--- config.mk ---
export PLATFORM = sky130hd
export DESIGN_NAME = seg7_scan_ctrl
export DESIGN_NICKNAME = d
export VERILOG_FILES = /design/src/rtl/seg7_pkg.sv /design/src/rtl/seg7_hex_decoder.sv /design/src/rtl/seg7_scan_ctrl.sv
export SDC_FILE = /design/constraint.sdc
export NUM_CORES = 1
export LEC_CHECK = 0
export CAP_MARGIN = 20
export CORE_MARGIN = 5
export CORE_UTILIZATION = 50
export DETAILED_ROUTE_END_ITERATION = 12
export PLACE_DENSITY = 0.69
export SLEW_MARGIN = 20
export SYNTH_ARGS = -nofsm -noshare
export SYNTH_HDL_FRONTEND = slang
export SYNTH_HIERARCHICAL = 1
export SYNTH_SLANG_ARGS = --single-unit
--- constraint.sdc ---
create_clock -name clk_sys -period 5 [get_ports clk_sys]
set_input_delay 1 -clock clk_sys [delete_from_list [all_inputs] [get_ports clk_sys]]
set_output_delay 1 -clock clk_sys [all_outputs]
set_load 0.05 [all_outputs]
--- src/rtl/seg7_pkg.sv ---
// Shared definitions for the multiplexed seven-segment scan controller:
// register map, scan state encoding and the active-low hex segment table.
package seg7_pkg;

  // Register map (2-bit word address)
  localparam logic [1:0] ADDR_VALUE    = 2'd0;
  localparam logic [1:0] ADDR_DIGIT_EN = 2'd1;
  localparam logic [1:0] ADDR_DP_MASK  = 2'd2;
  localparam logic [1:0] ADDR_CTRL     = 2'd3;

  // Scan sequencer states
  typedef enum logic [1:0] {
    IDLE  = 2'd0,
    BLANK = 2'd1,
    SHOW  = 2'd2
  } scan_state_t;

  // Active-low segment patterns, bit order {g,f,e,d,c,b,a}
  localparam logic [6:0] HEX_LUT [16] = '{
    7'h40, 7'h79, 7'h24, 7'h30,  // 0 1 2 3
    7'h19, 7'h12, 7'h02, 7'h78,  // 4 5 6 7
    7'h00, 7'h10, 7'h08, 7'h03,  // 8 9 A b
    7'h46, 7'h21, 7'h06, 7'h0E   // C d E F
  };

endpackage

--- src/rtl/seg7_hex_decoder.sv ---
// Combinational nibble + decimal point to active-low cathode pattern.
// Output bit 7 is the dp segment, bits 6:0 are g..a.
module seg7_hex_decoder
  import seg7_pkg::*;
(
  input  logic [3:0] nibble,
  input  logic       dp,
  output logic [7:0] cathodes
);

  // dp is lit (driven low) when requested; segments come from the table
  assign cathodes = {~dp, HEX_LUT[nibble]};

endmodule

--- src/rtl/seg7_scan_ctrl.sv ---
// Eight-digit multiplexed seven-segment controller with a small register
// file. Each digit slot starts with a short all-anodes-off gap to hide
// ghosting, then lights the digit. Display data is latched into shadow
// registers at the start of every frame so bus writes never tear a frame.
//
// Bus handshake: wr_en and rd_en are single-cycle strobes with no
// back-pressure; a write lands on the edge where wr_en is high, and a read
// returns the pre-edge register contents on rd_data one cycle after rd_en.
// rd_data holds its value while rd_en is low.
module seg7_scan_ctrl
  import seg7_pkg::*;
#(
  parameter int CLK_FREQ     = 100_000_000,
  // Cycles per digit slot; must exceed BLANK_CYCLES + 1
  parameter int DIGIT_CYCLES = CLK_FREQ / 1000,
  parameter int BLANK_CYCLES = 4
) (
  input  logic        clk_sys,
  input  logic        rst_n,
  input  logic        wr_en,
  input  logic        rd_en,
  input  logic [1:0]  addr,
  input  logic [31:0] wr_data,
  output logic [31:0] rd_data,
  output logic [7:0]  AN,
  output logic [7:0]  cathodes,
  output scan_state_t state_dbg
);

  localparam int CNT_W = $clog2(DIGIT_CYCLES);
  localparam logic [CNT_W-1:0] BLANK_LAST = CNT_W'(BLANK_CYCLES - 1);
  localparam logic [CNT_W-1:0] SHOW_LAST  = CNT_W'(DIGIT_CYCLES - BLANK_CYCLES - 1);

  // Bus-visible registers
  logic [31:0] value_r;
  logic [7:0]  digit_en_r;
  logic [7:0]  dp_mask_r;
  logic        enable_r;

  // Frame-stable copies used for decoding
  logic [31:0] sh_value;
  logic [7:0]  sh_digit_en;
  logic [7:0]  sh_dp_mask;

  // Sequencer
  scan_state_t      state;
  logic [2:0]       digit;
  logic [CNT_W-1:0] cnt;

  // Decoder feed for the digit about to enter BLANK
  logic        advance_digit;
  logic [2:0]  dec_digit;
  logic [31:0] dec_value;
  logic [7:0]  dec_dp_mask;
  logic [3:0]  dec_nibble;
  logic        dec_dp;
  logic [7:0]  dec_code;
  logic        enable_next;

  assign state_dbg = state;

  // ENABLE as it will be after this edge, so a CTRL write acts on the same
  // edge that stores it
  always_comb begin
    enable_next = enable_r;
    if (wr_en && (addr == ADDR_CTRL)) begin
      enable_next = wr_data[0];
    end
  end

  // Register file writes; unused upper bits are simply not stored
  always_ff @(posedge clk_sys) begin
    if (!rst_n) begin
      value_r    <= 32'h0;
      digit_en_r <= 8'hFF;
      dp_mask_r  <= 8'h00;
      enable_r   <= 1'b0;
    end else if (wr_en) begin
      case (addr)
        ADDR_VALUE:    value_r    <= wr_data;
        ADDR_DIGIT_EN: digit_en_r <= wr_data[7:0];
        ADDR_DP_MASK:  dp_mask_r  <= wr_data[7:0];
        default:       enable_r   <= wr_data[0];
      endcase
    end
  end

  // Registered read port; returns pre-write contents on a same-cycle write
  always_ff @(posedge clk_sys) begin
    if (!rst_n) begin
      rd_data <= 32'h0;
    end else if (rd_en) begin
      case (addr)
        ADDR_VALUE:    rd_data <= value_r;
        ADDR_DIGIT_EN: rd_data <= {24'h0, digit_en_r};
        ADDR_DP_MASK:  rd_data <= {24'h0, dp_mask_r};
        default:       rd_data <= {31'h0, enable_r};
      endcase
    end
  end

  // Select which digit and which data source the next BLANK preload uses.
  // Moving within a frame uses the shadows; starting a frame (from IDLE or
  // on the 7->0 wrap) uses the live registers that are being shadowed.
  always_comb begin
    advance_digit = (state == SHOW) && (digit != 3'd7);
    dec_digit     = 3'd0;
    dec_value     = value_r;
    dec_dp_mask   = dp_mask_r;
    if (advance_digit) begin
      dec_digit   = digit + 3'd1;
      dec_value   = sh_value;
      dec_dp_mask = sh_dp_mask;
    end
    dec_nibble = dec_value[{dec_digit, 2'b00} +: 4];
    dec_dp     = dec_dp_mask[dec_digit];
  end

  seg7_hex_decoder u_hex_decoder (
    .nibble   (dec_nibble),
    .dp       (dec_dp),
    .cathodes (dec_code)
  );

  // Scan sequencer with registered AN/cathodes; cathodes are loaded once at
  // slot start and held through BLANK and SHOW
  always_ff @(posedge clk_sys) begin
    if (!rst_n) begin
      state       <= IDLE;
      digit       <= 3'd0;
      cnt         <= '0;
      AN          <= 8'hFF;
      cathodes    <= 8'hFF;
      sh_value    <= 32'h0;
      sh_digit_en <= 8'hFF;
      sh_dp_mask  <= 8'h00;
    end else if (!enable_next) begin
      state    <= IDLE;
      digit    <= 3'd0;
      cnt      <= '0;
      AN       <= 8'hFF;
      cathodes <= 8'hFF;
    end else begin
      case (state)
        IDLE: begin
          state       <= BLANK;
          digit       <= 3'd0;
          cnt         <= '0;
          AN          <= 8'hFF;
          cathodes    <= dec_code;
          sh_value    <= value_r;
          sh_digit_en <= digit_en_r;
          sh_dp_mask  <= dp_mask_r;
        end
        BLANK: begin
          if (cnt == BLANK_LAST) begin
            state <= SHOW;
            cnt   <= '0;
            // A disabled digit still burns its slot with anodes off
            AN    <= sh_digit_en[digit] ? ~(8'h01 << digit) : 8'hFF;
          end else begin
            cnt <= cnt + CNT_W'(1);
          end
        end
        SHOW: begin
          if (cnt == SHOW_LAST) begin
            state    <= BLANK;
            cnt      <= '0;
            digit    <= digit + 3'd1;
            AN       <= 8'hFF;
            cathodes <= dec_code;
            if (digit == 3'd7) begin
              sh_value    <= value_r;
              sh_digit_en <= digit_en_r;
              sh_dp_mask  <= dp_mask_r;
            end
          end else begin
            cnt <= cnt + CNT_W'(1);
          end
        end
        default: begin
          state    <= IDLE;
          digit    <= 3'd0;
          cnt      <= '0;
          AN       <= 8'hFF;
          cathodes <= 8'hFF;
        end
      endcase
    end
  end

endmodule

==> results.yml <==
run_status:
  status: "finished, final reports clean"
cts:
  cts_setup_buffers: 0
  h-tree-depth: 4
  cts_buffers: 17
  cts_root_buf: "clkbuf_16"
  cts-hold-fix-buffers: 0
  cts.sinks: 167
  cts_tree: "built"
  clk_latency_ps: 420
  clk_pin_slew_ps: 60
  cts_resized: 0
  cts_buffer_depth: 2
route:
  drc_errors: 0
  drt.antenna.violating_nets: 0
  drt_wl_total_um: 17300
  drt_iter0_drc: 445
  num_vias: 6023
  avgViaCountPerCell: 5.34
  dr.pass1.iters: 5
  wl_per_cell_um: 15.4
global_route:
  grt.met2_usage: 0.289
  grt_util_met3: 0.0405
  grt_overflow: 0
  antenna_found_initial: 0
  grt_pass1_vias: 5753
  grtUsageMet1: 0.296
  grt_max_degree: 101
  grt_usage: 0.198
  grt-busiest-layer: "met1"
  grt_pass1_wl_um: 29200
timing:
  totalNegativeSetupSlack_ps: 0
  relSlewSlack: 0.434
  final_max_slew_viol_count: 0
  min_period_ps: 3740
  finClkSkew_ps: 6.80
  hold_violations: 0
  timing.hold.ws_ps: 455
  post-route-period-util: 0.747
  rsz0062_at_grt: "no"
  max_freq_mhz: 268
  worst_pin_slew_ps: 848
  setup_viol: 0
logic_synthesis:
  netlist_area_um2: 7670
  yosys-mux-area-fraction: 0.128
  synth_edf_count: 0
  synth_compound_area_frac: 0.118
  ys_ff_latch: 167
  synthCells: 873
  synthXorXnorAreaFrac: 0.0171
  synth_nets: 930
  ys_async_sr_fraction: 0
  seq_area_frac_synth: 0.436
  syn_area_per_cell_um2: 8.79
  synth-simple-area-share: 0.225
  netlist-cell-type-count: 48
  synth_top_family_by_area: "simple AND/OR/NAND/NOR gates"
  synth-adder-area-share: 0.0310
  synth_warnings: 6
  synth_ff_type: "dfxtp_1"
setup_path:
  cp.required_ps: 5280
  max_stage_delay_ps: 600
  cp-start-kind: "flip-flop"
  crit_buf_inv: 2
  cpMostUsedCell: "ha_1"
  slowest_stage: "o21ai_0"
  crit_family: "adder cells"
  path_cells: "ha_1 -> ha_1 -> o211ai_1 -> o311ai_0 -> o21ai_0 -> o21ai_0 -> inv_1 -> ha_1 -> inv_1 -> mux4_2 -> nor4_1 -> a21oi_1"
  critical_path_arrival_ps: 4020
  worstPathMaxFanout: 16
  critPathCaptureType: "flip-flop"
  criticalPathCategory: "reg -> reg"
final_layout:
  final_cell_mix: "nand2_1 (194), dfxtp_1 (167), clkdlybuf4s50_1 (86), mux2i_1 (73), nor2b_1 (68)"
  ff_latch_area_um2: 3340
  n_antenna_cell: 0
  multi_input_area_um2: 3990
  nFillCells: 1344
  area_delta_synth_final_pct: 19.5
  layout_commonest_cell: "nand2_1"
  nNetsFinal: 986
  utilization: 0.605
  final_cells: 1127
  drive_gt1_frac: 0.0714
worst_hold_path:
  hold_path.class: "reg -> reg"
floorplan:
  die_x_um: 134
  die_area_um2: 17900
  start_util: 0.506
  die_h_um: 134
  ios: 88
  coreArea_um2: 15100
  rows: 45
place:
  dp_cells: 1098
  place_congestion: 0.832
  dp.final_hpwl_um: 11700
  portBuffers: 87
power_and_ir_drop:
  power.total_mw: 2.84
  vdd_drop_max_v: 0.000251
  power_density_nw_per_um2: 310
  p_leak_nw: 3.16
run:
  max_cap_viol_count: 0
-- logic make-up (layout without fill, tap and decap cells) --
| group | Yosys count | after routing |
|---|---|---|
| compound gates | 134 | 134 |
| xor+xnor | 15 | 15 |
| fa+ha+maj | 19 | 19 |
| buf+inv | 80 | 146 |
| flops | 167 | 167 |
| mux | 87 | 87 |
| simple gates | 371 | 371 |
-- power by group --
part           switching, mW  internal (mW)  total, mW
sequential            0.0201           1.36       1.38
clock                  0.521          0.728       1.25
combinational          0.123         0.0918      0.215
-- tightest hold or removal path, delay by kind of cell, from the launching register on --
kind          cells  cell delay (ps)
flops             1              310
simple gates      1               50
mux               1               50
-- flip-flops by register name, indices dropped and copies added (netlist names) --
name,flops
cnt,17
value_r,32
rd_data,32
cathodes,8
sh_digit_en,8
sh_dp_mask,8
dp_mask_r,8
state_dbg,2
digit_en_r,8
digit,3
AN,8
enable_r,1
sh_value,32
-- worst paths after layout --
check	from	to	slack (ps)	cells after the start
hold reg to reg	sh_dp_mask[2]	sh_dp_mask[2]	460	2
setup reg to reg	digit[1]	cathodes[3]	1260	12
setup / recovery	digit[1]	cathodes[3]	1260	12
hold / removal	sh_dp_mask[2]	sh_dp_mask[2]	460	2
-- cells in the mapped netlist, types with 6 or more instances --
master      n  area, um^2
nor3_1      7        35.0
clkbuf_1   49         184
nor2_1     42         158
nor4_1     11        68.8
nor2b_1    68         425
o211a_1     7        70.1
inv_1      13        48.8
dfxtp_1   167        3340
a21oi_1    35         175
o211ai_1   13        97.6
nand3_1    23         115
ha_1       19         238
mux2_2      6        67.6
mux4_2      8         180
a31oi_1     8        50.1
o21ai_0    12        60.1
a211oi_1    8        60.1
nand2_1   194         728
xnor2_1     9        78.8
mux2i_1    73         731
xor2_1      6        52.6
a21boi_0   39         293
buf_2       8        40.0
-- metal layers --
layer / share of wire / up-vias
met5: 0 / -
met4: 0.012 / 0
met3: 0.042 / 16
met2: 0.44 / 132
met1: 0.50 / 2808
li1: - / 3067
-- through the flow --
step	setup slack [ps]	cell area [um^2]
after detailed placement	1230	8610
final	1260	9160
after CTS	1220	9160
after floorplan	1140	7670
after global placement	1320	8610
after global routing	768	9160
-- layout make-up --
class / count / share of cell area
clock inverters: 8 / 0.00806
flip-flops and latches: 167 / 0.365
multi-input cells: 626 / 0.435
clock buffers: 21 / 0.0524
repair buffers: 103 / 0.108
well taps: 188 / 0.0257
inverters: 14 / 0.00573
No activity file was read; power rests on OpenSTA's default activity.
